[config.mk]
export PLATFORM = sky130hd
export DESIGN_NAME = spike_event_encoder
export DESIGN_NICKNAME = d
export VERILOG_FILES = /design/src/rtl/snn_pkg.sv /design/src/rtl/event_fifo.sv /design/src/rtl/spike_event_encoder.sv
export SDC_FILE = /design/constraint.sdc
export NUM_CORES = 1
export LEC_CHECK = 0
export ABC_AREA = 1
export CAP_MARGIN = 25
export CORE_ASPECT_RATIO = 0.75
export CORE_MARGIN = 10
export CORE_UTILIZATION = 55
export DETAILED_ROUTE_END_ITERATION = 8
export DONT_BUFFER_PORTS = 1
export PLACE_DENSITY = 0.7
export SLEW_MARGIN = 20
export SYNTH_ARGS = -nofsm -noshare
export SYNTH_HDL_FRONTEND = slang
export SYNTH_SLANG_ARGS = --single-unit
[constraint.sdc]
create_clock -name clk -period 3.2 [get_ports clk]
set_input_delay 0.16 -clock clk [delete_from_list [all_inputs] [get_ports clk]]
set_output_delay 0.16 -clock clk [all_outputs]
set_load 0.005 [all_outputs]
[src/rtl/snn_pkg.sv]
// Shared constants and event types for the spiking-neuron readout path.
package snn_pkg;

  localparam int TS_W_DEF = 16;
  localparam int V_W_DEF  = 8;
  localparam int EV_W     = TS_W_DEF + V_W_DEF;

  // Reference membrane samples of the QIF neuron (reset level and spike peak).
  localparam logic signed [V_W_DEF-1:0] V_RESET = -8'sd20;
  localparam logic signed [V_W_DEF-1:0] VPEAK   = 8'sd50;

  typedef struct packed {
    logic [TS_W_DEF-1:0]        ts;
    logic signed [V_W_DEF-1:0]  v;
  } spike_event_t;

  function automatic int ev_width(input int ts_w, input int v_w);
    return ts_w + v_w;
  endfunction

endpackage

[src/rtl/event_fifo.sv]
// Generic first-word-fall-through FIFO; a push into a full FIFO is accepted
// only when a pop frees the head slot at the same edge.
module event_fifo #(
  parameter int W     = 24,
  parameter int DEPTH = 4
) (
  input  logic                     clk,
  input  logic                     rst_n,
  input  logic                     push,
  input  logic [W-1:0]             din,
  input  logic                     pop,
  output logic [W-1:0]             dout,
  output logic                     full,
  output logic                     empty,
  output logic [$clog2(DEPTH):0]   level
);

  localparam int AW = $clog2(DEPTH);

  logic [W-1:0]  mem [DEPTH];
  logic [AW-1:0] wptr;
  logic [AW-1:0] rptr;
  logic          push_ok;
  logic          pop_ok;

  assign empty   = (level == '0);
  assign full    = (level == (AW+1)'(DEPTH));
  assign pop_ok  = pop && !empty;
  assign push_ok = push && (!full || pop_ok);
  assign dout    = mem[rptr];

  always_ff @(posedge clk or negedge rst_n) begin
    if (!rst_n) begin
      wptr  <= '0;
      rptr  <= '0;
      level <= '0;
    end else begin
      if (push_ok) wptr <= wptr + 1'b1;
      if (pop_ok)  rptr <= rptr + 1'b1;
      case ({push_ok, pop_ok})
        2'b10:   level <= level + 1'b1;
        2'b01:   level <= level - 1'b1;
        default: level <= level;
      endcase
    end
  end

  // Storage needs no reset: emptiness is tracked entirely by level.
  always_ff @(posedge clk) begin
    if (push_ok) mem[wptr] <= din;
  end

endmodule

[src/rtl/spike_event_encoder.sv]
// Turns neuron spike edges into timestamped {ts, V} events, buffers them and
// streams them out on a valid/ready interface, counting any that are dropped.
module spike_event_encoder
  import snn_pkg::*;
#(
  parameter int TS_W  = TS_W_DEF,
  parameter int DEPTH = 4,
  parameter int V_W   = V_W_DEF
) (
  input  logic                    clk,
  input  logic                    rst_n,
  input  logic                    ena,
  input  logic                    spike_in,
  input  logic [V_W-1:0]          v_in,
  input  logic                    clr,
  output logic                    ev_valid,
  input  logic                    ev_ready,
  output logic [TS_W-1:0]         ev_ts,
  output logic [V_W-1:0]          ev_v,
  output logic                    ts_wrap,
  output logic [$clog2(DEPTH):0]  level,
  output logic                    overflow,
  output logic [7:0]              drop_cnt
);

  localparam int LOCAL_EV_W = TS_W + V_W;

  logic [TS_W-1:0]       ts;
  logic                  spike_d;
  logic                  fire;
  logic                  full;
  logic                  empty;
  logic                  drop;
  logic [LOCAL_EV_W-1:0] head;

  assign fire     = ena && spike_in && !spike_d;
  assign ev_valid = !empty;
  assign drop     = fire && full && !(ev_valid && ev_ready);
  assign ev_ts    = head[LOCAL_EV_W-1:V_W];
  assign ev_v     = head[V_W-1:0];

  // ts_wrap is registered so it is high exactly while ts reads 0 after a wrap.
  always_ff @(posedge clk or negedge rst_n) begin
    if (!rst_n) begin
      ts      <= '0;
      ts_wrap <= 1'b0;
      spike_d <= 1'b0;
    end else begin
      spike_d <= spike_in;
      ts_wrap <= ena && (ts == '1);
      if (ena) ts <= ts + 1'b1;
    end
  end

  // A drop in the same cycle as clr survives the clear as a single count.
  always_ff @(posedge clk or negedge rst_n) begin
    if (!rst_n) begin
      overflow <= 1'b0;
      drop_cnt <= '0;
    end else if (clr) begin
      overflow <= drop;
      drop_cnt <= drop ? 8'd1 : 8'd0;
    end else if (drop) begin
      overflow <= 1'b1;
      if (drop_cnt != 8'hFF) drop_cnt <= drop_cnt + 8'd1;
    end
  end

  event_fifo #(
    .W     (LOCAL_EV_W),
    .DEPTH (DEPTH)
  ) u_fifo (
    .clk   (clk),
    .rst_n (rst_n),
    .push  (fire),
    .din   ({ts, v_in}),
    .pop   (ev_ready),
    .dout  (head),
    .full  (full),
    .empty (empty),
    .level (level)
  );

endmodule

==> results.yml <==
timing:
  fin_skew_ps: 6.66
  tns_ps: 0
  finalCritPeriodShare_pct: 73.3
  setup_slack_ps: 854
  relSlewSlack_pct: 43.0
  layout_min_cycle_time_ps: 2350
  hold_viol: 0
  setup_viol: 0
  max_freq_ghz: 0.426
  rsz0062_at_grt: "false"
  tightest_slew_ps: 854
  drv_slew: 0
power:
  peakVddDrop_v: 0.000516
  leakage_nw: 2.31
  p_per_area_nw_per_um2: 836
  p_total_w: 0.00523
routing:
  wl_um: 10600
  wire_per_inst_um: 17.4
  ant_nets: 0
  vias: 3279
  route.detailed.drc: 0
  dr.first_iter.drc_count: 287
  avgViaCountPerCell: 5.39
  dr.pass1.iters: 5
global_routing:
  grt_pass1_wl_um: 17400
  grt_overflow: 0
  grt_max_degree: 51
  antenna_found_initial: 0
  grt_usage_pct: 15.7
  grt_pass1_vias: 3264
cts:
  cts_setup_buffers: 0
  clock_sinks: 130
  cts_buffers: 17
  cts_tree: "yes"
  clk_pin_slew_ps: 60
  htreeDepth: 4
  cts_max_path_buffers: 2
  insertion_delay_ps: 410
  ctsHoldBuffers: 13
  clockRootBuffer: "clkbuf_16"
  cts_resized: 0
die:
  dieHeight_um: 106
  start_util_pct: 55.9
  io_pins: 52
  placementRows: 31
  die_area_um2: 14200
  fp.coreArea_um2: 9620
  die_width_um: 134
status:
  status: "complete, no violations"
place:
  dp_slack_ps: 1000
  port_buffers: 0
  post-dp-hpwl_um: 6450
  dp_cells: 563
  routabilityCongestion: 0.847
synth:
  synth_cell_types: 33
  syn_inst: 440
  synthFlopType: "edfxtp_1"
  synth_edf_count: 96
  syn_area_per_cell_um2: 12.2
  ys_async_sr_fraction_pct: 26.2
  synth_seq_cells: 130
  syn-num-nets: 462
  yosysWarnings: 0
  synth_top_family_by_area: "simple AND/OR/NAND/NOR gates"
  muxShareOfSynthArea_pct: 0.209
  synth-compound-area-share_pct: 8.98
  syn_area_um2: 5380
  yosysSeqAreaShare_pct: 69.4
  synthSimpleGateAreaFrac_pct: 12.4
  synth_xor_area_share_pct: 3.09
  synth_fa_ha_area_share_pct: 2.00
critical_path:
  crit_chain: "buf_4 -> inv_1 -> o21ai_0 -> o22ai_1"
  max_stage_delay_ps: 660
  cp_data_required_time_ps: 3040
  crit_buf_inv: 2
  slowest_stage: "inv_1"
  r2r_cells: 9
  cp_max_fo: 25
  cp.arrival_ps: 2190
  start_kind: "flop"
  crit_family: "buffers and inverters"
  crit_cells: 4
  cp-end-kind: "output pin"
  crit_type: "flop to output pin"
cells_and_area:
  final_cells: 608
  syn_to_final_growth_pct: 16.4
  diodes: 0
  drive_gt1_share_pct: 12.2
  nNetsFinal: 485
flow_run:
  cap_violations: 0
worst_hold_path:
  hold_path_class: "input pin to flop"
  min_path_cells: 4
## registers in the layout, summed over array words and instances (netlist names)
signal / flops
drop_cnt: 8
overflow: 1
spike_d: 1
ts: 16
ts_wrap: 1
u_fifo.level: 3
u_fifo.mem: 96
u_fifo.rptr: 2
u_fifo.wptr: 2
## synthesized netlist by cell type, drive strengths merged, types with 4 or more instances
| master | number | area [um^2] |
|---|---|---|
| edfxtp | 96 | 2880 |
| nor2 | 73 | 308 |
| o21ai | 57 | 300 |
| nand2 | 43 | 179 |
| dfrtp | 34 | 851 |
| inv | 34 | 128 |
| o22ai | 24 | 150 |
| nand3 | 21 | 143 |
| xor2 | 13 | 114 |
| clkbuf | 11 | 41.3 |
| ha | 7 | 87.6 |
| xnor2 | 6 | 52.6 |
| a21oi | 5 | 25.0 |
| buf | 5 | 36.3 |
| nor3 | 4 | 20.0 |
## layer usage
metal / vias up / part of all wire, % / GRT usage (%) / wire length [um]
met2: 101 / 47 / 23.8 / 4990
met3: 10 / 6.5 / 5.46 / 688
li1: 1584 / - / - / -
met4: 0 / 1.0 / 5.81 / 109
met1: 1584 / 45 / 20.3 / 4820
met5: - / 0 / 0 / 0
## per-stage QoR
step	hold slack (ps)	utilization [%]	instance area, um^2
detailed placement	-135	57.5	5530
CTS	35.7	65.1	6260
global route	57.5	65.1	6260
floorplan	-136	-	5380
global placement	-135	57.5	5530
finish	51.9	65.1	6260
## final timing paths
kind / startpoint / to / slack, ps
setup / recovery: u_fifo.rptr[1] / ev_ts[5] / 850
min in group asynchronous: rst_n / ts[6] / 230
hold / removal: ena / ts[5] / 50
setup reg to reg: u_fifo.level[1] / u_fifo.level[2] / 970
max in group asynchronous: rst_n / u_fifo.rptr[0] / 2790
hold reg to reg: overflow / overflow / 540
## report_power, final
group / internal [W] / total [W] / switching (W) / leakage, nW
logic: 0.000351 / 0.00115 / 0.000797 / 0.748
registers: 0.00202 / 0.00218 / 0.000161 / 1.28
clock network: 0.00122 / 0.00190 / 0.000688 / 0.284
total: 0.00359 / 0.00523 / 0.00165 / 2.31
## cell usage in the layout, fill, tap and decap left out, types with 8 or more instances in the layout
cell type      instances
dlygate4sd3_1         12
xor2_1                13
clkbuf_16             17
nor2_2                 8
nor2_1                63
o21ai_0               51
nand2_1               40
nand3_1               18
o22ai_1               24
edfxtp_1              96
inv_1                 33
dfrtp_1               34
## kinds of logic after synthesis
| family | count (synthesis) |
|---|---|
| AND/OR/NAND/NOR | 144 |
| adder cells (fa/ha/maj) | 8 |
| multiplexers | 1 |
| AO/OA/AOI/OAI | 87 |
| buffers and inverters | 51 |
| flip-flops | 130 |
| XOR/XNOR | 19 |
## cell type report
class / count / area [um^2]
Inverter: 35 / 131
Clock inverter: 15 / 165
Tap cell: 132 / 165
Sequential cell: 130 / 3730
Fill cell: 722 / 3360
Timing Repair Buffer: 20 / 193
Multi-Input combinational cell: 259 / 1450
Clock buffer: 17 / 425
## worst min-delay path, cell delays in order
cell and delay (ps):
nand2_1 60, nor2_1 50, xnor2_1 110, inv_1 40
(Power assumes the default switching activity.)
